**config.mk**
```make
export PLATFORM = sky130hd
export DESIGN_NAME = rf_sequencer
export DESIGN_NICKNAME = d
export VERILOG_FILES = /design/src/rtl/rf_sequencer_pkg.sv /design/src/rtl/rf_sequencer_decode.sv /design/src/rtl/rf_sequencer.sv
export SDC_FILE = /design/constraint.sdc
export NUM_CORES = 1
export LEC_CHECK = 0
export BUFFER_PORTS_ARGS = -buffer_cell sky130_fd_sc_hd__buf_2
export CAP_MARGIN = 40
export CORE_MARGIN = 4
export CORE_UTILIZATION = 45
export CTS_BUF_LIST = sky130_fd_sc_hd__clkbuf_8 sky130_fd_sc_hd__clkbuf_16
export DETAILED_ROUTE_END_ITERATION = 16
export MAX_ROUTING_LAYER = met4
export PLACE_DENSITY = 0.72
export SYNTH_ARGS = -nofsm -noshare
export SYNTH_HDL_FRONTEND = slang
export SYNTH_SLANG_ARGS = --single-unit
```
**constraint.sdc**
```tcl
create_clock -name clk -period 2.3 [get_ports clk]
set_input_delay 0.23 -clock clk [delete_from_list [all_inputs] [get_ports clk]]
set_output_delay 0.23 -clock clk [all_outputs]
set_load 0.05 [all_outputs]
```
**src/rtl/rf_sequencer_pkg.sv**
```systemverilog
// Shared definitions for the rf_sequencer slice: default widths, opcode map,
// ALU operation encodings and sequencer state encoding.
package rf_sequencer_pkg;

  localparam int unsigned RFW_DEFAULT = 2;
  localparam int unsigned DW_DEFAULT  = 8;

  // Opcodes (instr[7:4])
  localparam logic [3:0] OP_NOP  = 4'h0;
  localparam logic [3:0] OP_MOV  = 4'h1;
  localparam logic [3:0] OP_ADD  = 4'h2;
  localparam logic [3:0] OP_SUB  = 4'h3;
  localparam logic [3:0] OP_AND  = 4'h4;
  localparam logic [3:0] OP_OR   = 4'h5;
  localparam logic [3:0] OP_XOR  = 4'h6;
  localparam logic [3:0] OP_NOT  = 4'h7;
  localparam logic [3:0] OP_LDI  = 4'h8;
  localparam logic [3:0] OP_JMP  = 4'h9;
  localparam logic [3:0] OP_BRZ  = 4'hA;
  localparam logic [3:0] OP_HALT = 4'hF;

  // ALU operations
  localparam logic [2:0] ALU_MOV = 3'd0;
  localparam logic [2:0] ALU_ADD = 3'd1;
  localparam logic [2:0] ALU_SUB = 3'd2;
  localparam logic [2:0] ALU_AND = 3'd3;
  localparam logic [2:0] ALU_OR  = 3'd4;
  localparam logic [2:0] ALU_XOR = 3'd5;
  localparam logic [2:0] ALU_NOT = 3'd6;

  // Sequencer states
  localparam logic [2:0] ST_INIT      = 3'd0;
  localparam logic [2:0] ST_FETCH     = 3'd1;
  localparam logic [2:0] ST_DECODE    = 3'd2;
  localparam logic [2:0] ST_FETCH_IMM = 3'd3;
  localparam logic [2:0] ST_WB        = 3'd4;
  localparam logic [2:0] ST_HALT      = 3'd5;

endpackage

```
**src/rtl/rf_sequencer_decode.sv**
```systemverilog
// Combinational opcode-to-control decoder for rf_sequencer.
module rf_seq_decode
  import rf_sequencer_pkg::*;
(
  input  logic [3:0] opcode,
  output logic [2:0] alu_op,
  output logic       is_alu,
  output logic       is_ldi,
  output logic       is_jmp,
  output logic       is_brz,
  output logic       needs_imm,
  output logic       is_halt,
  output logic       is_illegal
);

  // Classify the opcode; anything unlisted behaves as NOP
  always_comb begin
    alu_op     = ALU_MOV;
    is_alu     = 1'b0;
    is_ldi     = 1'b0;
    is_jmp     = 1'b0;
    is_brz     = 1'b0;
    is_halt    = 1'b0;
    is_illegal = 1'b0;
    case (opcode)
      OP_MOV, OP_ADD, OP_SUB, OP_AND, OP_OR, OP_XOR, OP_NOT: begin
        is_alu = 1'b1;
        alu_op = opcode[2:0] - 3'd1;
      end
      OP_LDI:                      is_ldi     = 1'b1;
      OP_JMP:                      is_jmp     = 1'b1;
      OP_BRZ:                      is_brz     = 1'b1;
      OP_HALT:                     is_halt    = 1'b1;
      4'hB, 4'hC, 4'hD, 4'hE:      is_illegal = 1'b1;
      default: ;
    endcase
    needs_imm = is_ldi | is_jmp | is_brz;
  end

endmodule

```
**src/rtl/rf_sequencer.sv**
```systemverilog
// Instruction sequencer driving a small register file: fetch, decode,
// optional immediate fetch, write-back, halt.
module rf_sequencer
  import rf_sequencer_pkg::*;
#(
  parameter int unsigned RFW = RFW_DEFAULT,
  parameter int unsigned DW  = DW_DEFAULT
) (
  input  logic           clk,
  input  logic           reset,
  output logic [DW-1:0]  imem_addr,
  output logic           fetch_req,
  input  logic           fetch_ack,
  input  logic [DW-1:0]  instr,
  input  logic [DW-1:0]  reg1data,
  output logic           rf_reset,
  output logic           rf_we,
  output logic [RFW-1:0] reg1,
  output logic [RFW-1:0] reg2,
  output logic [RFW-1:0] wreg,
  output logic [2:0]     alu_op,
  output logic           wdata_sel,
  output logic [DW-1:0]  imm,
  output logic           halted,
  output logic           illegal
);

  logic [2:0]    state;
  logic [DW-1:0] pc;
  logic [DW-1:0] ir;
  logic [DW-1:0] imm_q;

  logic [2:0] dec_alu_op;
  logic       is_alu, is_ldi, is_jmp, is_brz, needs_imm, is_halt, is_illegal;

  rf_seq_decode u_decode (
    .opcode     (ir[7:4]),
    .alu_op     (dec_alu_op),
    .is_alu     (is_alu),
    .is_ldi     (is_ldi),
    .is_jmp     (is_jmp),
    .is_brz     (is_brz),
    .needs_imm  (needs_imm),
    .is_halt    (is_halt),
    .is_illegal (is_illegal)
  );

  // Sequencer FSM plus PC, IR and immediate registers
  always_ff @(posedge clk or posedge reset) begin
    if (reset) begin
      state <= ST_INIT;
      pc    <= '0;
      ir    <= '0;
      imm_q <= '0;
    end else begin
      case (state)
        ST_INIT: state <= ST_FETCH;
        ST_FETCH: begin
          if (fetch_ack) begin
            ir    <= instr;
            pc    <= pc + DW'(1);
            state <= ST_DECODE;
          end
        end
        ST_DECODE: begin
          if (is_alu)         state <= ST_WB;
          else if (needs_imm) state <= ST_FETCH_IMM;
          else if (is_halt)   state <= ST_HALT;
          else                state <= ST_FETCH;
        end
        ST_FETCH_IMM: begin
          if (fetch_ack) begin
            imm_q <= instr;
            if (is_jmp || (is_brz && reg1data == '0)) pc <= instr;
            else                                       pc <= pc + DW'(1);
            state <= is_ldi ? ST_WB : ST_FETCH;
          end
        end
        ST_WB:   state <= ST_FETCH;
        ST_HALT: state <= ST_HALT;
        default: state <= ST_INIT;
      endcase
    end
  end

  // Outputs; register addresses come straight from IR so they stay stable
  // through WB. rf_reset is masked while reset is held so that every output
  // reads zero during reset even though the state is already INIT.
  always_comb begin
    imem_addr = pc;
    fetch_req = (state == ST_FETCH) || (state == ST_FETCH_IMM);
    rf_we     = (state == ST_WB);
    rf_reset  = (state == ST_INIT) && !reset;
    halted    = (state == ST_HALT);
    illegal   = (state == ST_DECODE) && is_illegal;
    reg1      = RFW'(ir[3:2]);
    reg2      = RFW'(ir[1:0]);
    wreg      = RFW'(ir[3:2]);
    alu_op    = dec_alu_op;
    wdata_sel = is_ldi;
    imm       = imm_q;
  end

endmodule

```
# ---- Word level (Yosys, flattened, before mapping)
# Cells that the tools add are included.
# Widths: inputs -> output; s select.
dict set report totals {
  reg_bits 27
  latch_bits 0
  ram_bits 0
  romBits 0
  input_bits 19
  word_cells 64
  n_memories 0
}
dict set report op_classes {
  n_addsub 2
  multipliers 0
  n_div 0
  magnitude_cmp 0
  eq_ne 22
  n_shift 0
  mux 18
  n_bitwise 2
  reduce_logical 16
}
# op count
set ops {}
lappend ops {{$eq 4x4->1 const B} 8}
lappend ops {{$mux 8} 3}
lappend ops {{$mux 3} 7}
lappend ops {{$eq 4x3->1 const B} 4}
lappend ops {{$pmux 8 s2} 1}
lappend ops {{$pmux 3 s5} 1}
lappend ops {{$add 8x1->8 const B} 1}
lappend ops {{$eq 4x2->1 const B} 2}
lappend ops {{$logic_not 8->1} 1}
lappend ops {{$reduce_or 7->1} 1}
lappend ops {{$eq 3x2->1 const B} 2}
lappend ops {{$eq 3x3->1 const B} 2}
lappend ops {{$mux 1} 6}
lappend ops {{$reduce_and 2->1} 3}
lappend ops {{$eq 4x1->1 const B} 1}
lappend ops {{$ne 2x2->1 const B} 2}
lappend ops {{$reduce_or 4->1} 1}
lappend ops {{$eq 3x1->1 const B} 1}
lappend ops {{$logic_and 1x1->1} 3}
lappend ops {{$logic_not 3->1} 1}
lappend ops {{$reduce_and 3->1} 1}
lappend ops {{$sub 3x1->3 const B} 1}
lappend ops {{$logic_or 1x1->1} 2}
lappend ops {{$or 1x1->1} 2}
lappend ops {{other kinds (3)} 3}

# ---- Longest topological paths before layout
dict set report logic_depth {
  depth_word 7
  depth_mapped 6
  ltp_nobuf 6
}

# ---- Modules after synthesis
# Synthesis repeated with hierarchy kept, for this count alone.
dict set report hier_totals {
  hier_cells 163
  area_unflattened_um2 1646.6
}
# module instances cells_each area_each_um2 seq_area_each_um2
set modules_own_cells {}
lappend modules_own_cells {rf_sequencer 1 141 1468.9 675.6}
lappend modules_own_cells {rf_seq_decode 1 22 177.7 0.0}

# ---- Worst setup path before layout
# No wires, ideal clock.
dict set report synth_timing {
  path_kind {flip-flop to output port}
  from {register ir[4]}
  to {output port illegal}
  t_arrival_ns 3.258
  required_time_ns 2.070
  path_slack_ns -1.188
  stages_incl_launch_ff 5
  n_path_buf 0
  path_cell_list {dfrtp_1 -> inv_1 -> ha_1 -> nor3_1 -> a2111oi_0}
}
dict set report synth_via {
  elab_chain_cells 4
  word_cells_on_any_way 7
}
# element line
set synth_lines {}
lappend synth_lines {{start: declaration} rf_sequencer.sv:30} ;# logic [DW-1:0] ir;
lappend synth_lines {{start signal: assignment} rf_sequencer.sv:60} ;# ir <= instr;
lappend synth_lines {{$eq 4x4->1} rf_sequencer_decode.sv:25} ;# case (opcode)
lappend synth_lines {{$reduce_or 4->1 *} rf_sequencer_decode.sv:25}
lappend synth_lines {{$mux 1 *} rf_sequencer_decode.sv:25}
lappend synth_lines {{$logic_and 1x1->1 *} rf_sequencer.sv:95} ;# illegal = (state == ST_DECODE) && is_illegal;
lappend synth_lines {{end: declaration} rf_sequencer.sv:25} ;# output logic illegal
# Every way passes the cells marked *; elsewhere a longest branch is shown, timed or not.

# ---- Final worst setup path
dict set report layout_timing {
  from {register ir[5]}
  to {output port alu_op[2]}
}
dict set report layout_via {
  elab_chain_cells 3
  word_cells_on_any_way 10
}
# element line
set layout_lines {}
lappend layout_lines {{$eq 4x1->1 (tied with other cells)} rf_sequencer_decode.sv:25}
lappend layout_lines {{$reduce_or 7->1} rf_sequencer_decode.sv:25}
lappend layout_lines {{$mux 3 *} rf_sequencer_decode.sv:25}
lappend layout_lines {{end: declaration} rf_sequencer.sv:21} ;# output logic [2:0] alu_op,
# Marks and branches as above.

==> flow_summary.ini <==
[floorplanning]
start_util = 0.476
ios = 50
die_area_sq_um = 4610
fp.coreArea_sq_um = 3390
die_w_microns = 67.9
die_h_microns = 67.9
core.rowCount = 21

[logic_synthesis]
seq_area_frac_synth = 0.419
async_flop_share = 1.00
ys_seq_elements = 27
synth_ff_type = dfrtp_1
synth.distinct_cells = 41
synth_area_per_cell_sq_um = 9.49
synth_largest_area_cell = dfrtp_1
yosys.area.top_type_share = 0.419
synth_area_leaders = dfrtp_1 42%, mux2_2 8.4%, ha_1 6.2%, nand2_1 5.3%, o211ai_1 3.3%
syn_nets = 197
synth_edf_count = 0
netlist_area_sq_um = 1610
syn_inst = 170
ys_warn_count = 0

[timing]
worst_pin_slew_ns = 0.357
setup_viol = 0
fin_worst_skew_ns = 0.00391
post-route-min-period_ns = 2.15
relSlewSlack = 0.762
fmax_ghz = 0.465
period_share = 0.936
finalHoldViolations = 0
whs_ns = 0.00845
slew_viol_final = 0

[routing]
first_pass_iters = 4
ant_nets = 0
wl_per_cell_microns = 13.1
drt-total-wl_mm = 3.43
initialDrtViolationCount = 68
drt-vias-per-instance = 5.20
drc_errors = 0
vias = 1356

[clocking]
cts_buffer_depth = 2
root_buffer = clkbuf_8
cts.sinks = 27
htree_levels = 1
cts_tree = done
cts_made_buffers = 3
worstSkewPairLatency_ns = 0.28
clk_transition_reported_paths_ns = 0.10

[worst_setup_path]
reg2reg_to = state[0]
rr_startpoint = ir[5]
cp_slowest_stage_delay_ns = 0.44
cpMaxStageDelayCell = dfrtp_1
cp-start-kind = register
critPathRequiredTime_ns = 2.07
worstPathArrival_ns = 1.92
rrSetupSlack_ns = 0.53
crit_path_end_kind = output port
crit_start = ir[5]
crit_fanout = 5
path_buf_inv = 2
r2r_cells = 7
path_delay_family = flip-flops
worstSetupPathType = reg -> out
crit_chain = inv_1 -> ha_1 -> nor4_1 -> a311o_1 -> nor2_1 -> buf_2

[hold_path]
hold_class = in -> async

[power]
intPower_mw = 0.616
pwr-share-seq = 0.599
clockPowerShare = 0.358
swShare = 0.223
combPwrFrac = 0.043
ir_drop_uv = 448
p_leak_nw = 1.00
powerDensity_nw_per_um2 = 408
p_switching_mw = 0.176

[placement]
dp_cells = 256
portBuffers = 49
hpwl_mm = 2.59
place.gp.congestion = 0.765

[final_layout]
drive_above_1_share = 0.358
nets = 243
final_core_util = 0.573
mostFrequentLayoutCells = 48 x buf_2, 27 x dfrtp_1, 23 x nand2_1, 12 x mux2_2, 12 x nor2_1
stdcell_count = 261
area_delta_synth_final_pct = 20.2
mostFrequentLayoutCell = buf_2
num_antenna_cells = 0

[grt]
grt_antenna_before_repair = 0
first_global_vias = 1161
grt_first_pass_wirelength_mm = 5.57
grt_remaining_overflow = 0
grt_usage = 0.164
grt_start_max_net_pins = 28

[status]
status = complete, no violations

[job]
drv_cap = 0
==> cells by family (layout without fill, tap and decap cells) <==
logic type	Yosys count	count (layout)	share of synthesized area
AND/OR/NAND/NOR	66	66	0.203
buffers and inverters	22	67	0.0814
adder cells (fa/ha/maj)	8	8	0.0620
flip-flops	27	27	0.419
AO/OA/AOI/OAI	33	33	0.140
XOR/XNOR	2	2	0.0109
multiplexers	12	12	0.0837
==> per-layer routing <==
metal	global-route usage	share of wire
met1	0.227	0.47
met5	-	0
met3	0.0345	0.047
met2	0.244	0.48
met4	0.0447	0.011
==> worst max-delay path by stage <==
| stage | endpoint | slack, ns | cells after the start |
|---|---|---|---|
| floorplan | illegal | 0.15 | 4 |
| detailed placement | alu_op[2] | 0.30 | 6 |
| global route | alu_op[0] | -0.004 | 6 |
| finish | alu_op[2] | 0.15 | 6 |
| global placement | alu_op[2] | 0.36 | 6 |
| CTS | alu_op[2] | 0.09 | 6 |
==> area by class of cell <==
type	instances	area [sq um]
timing repair buffer	56	300
sequential	27	676
clock buffer	3	41.3
fill	309	1450
tap	46	57.6
inverter	7	26.3
multi-input combinational	121	831
clock inverter	1	8.76
==> power by group through the flow <==
| stage | Sequential (mW) | Combinational, mW | Clock, mW |
|---|---|---|---|
| floorplan | 0.484 | 0.0105 | 0 |
| global placement | 0.484 | 0.0353 | 0 |
| detailed placement | 0.484 | 0.0356 | 0 |
| CTS | 0.474 | 0.0356 | 0.298 |
| global route | 0.474 | 0.0392 | 0.313 |
| finish | 0.474 | 0.0344 | 0.284 |
==> tightest hold or removal path: cells and delay by family <==
family,cells,cell delay [ns]
buffers and inverters,3,0.47
==> synthesized netlist by cell type, drive strengths merged (4+ instances only) <==
master,count
nand3,4
dfrtp,27
nor3,5
nor2,12
clkbuf,4
ha,8
o211ai,7
nor2b,4
mux2,12
inv,7
o21ai,7
nor4,4
o22ai,5
nand2,24
buf,11
==> what timing repair did <==
item	CTS	global route
cloned	0	0
resized for setup	1	2
pin swaps	0	1
setup endpoints to repair	3	3
buffers inserted	0	1
hold buffers	0	0
endpoints found under the hold margin	0	0
==> flip-flops by register name, indices dropped and copies added (netlist names) <==
signal	cells
imm	8
state	3
imem_addr	8
ir	8
==> through the flow <==
stage                     worst slack (ns)  cell area, sq um  TNS [ns]  power (mW)
after floorplan                      0.154              1630         0       0.494
after global placement               0.364              1870         0       0.519
after detailed placement             0.298              1870         0       0.519
after CTS                           0.0895              1920         0       0.808
after global routing              -0.00416              1940  -0.00416       0.827
final                                0.147              1940         0       0.792
Note: power is estimated with default switching activity, not from simulation.
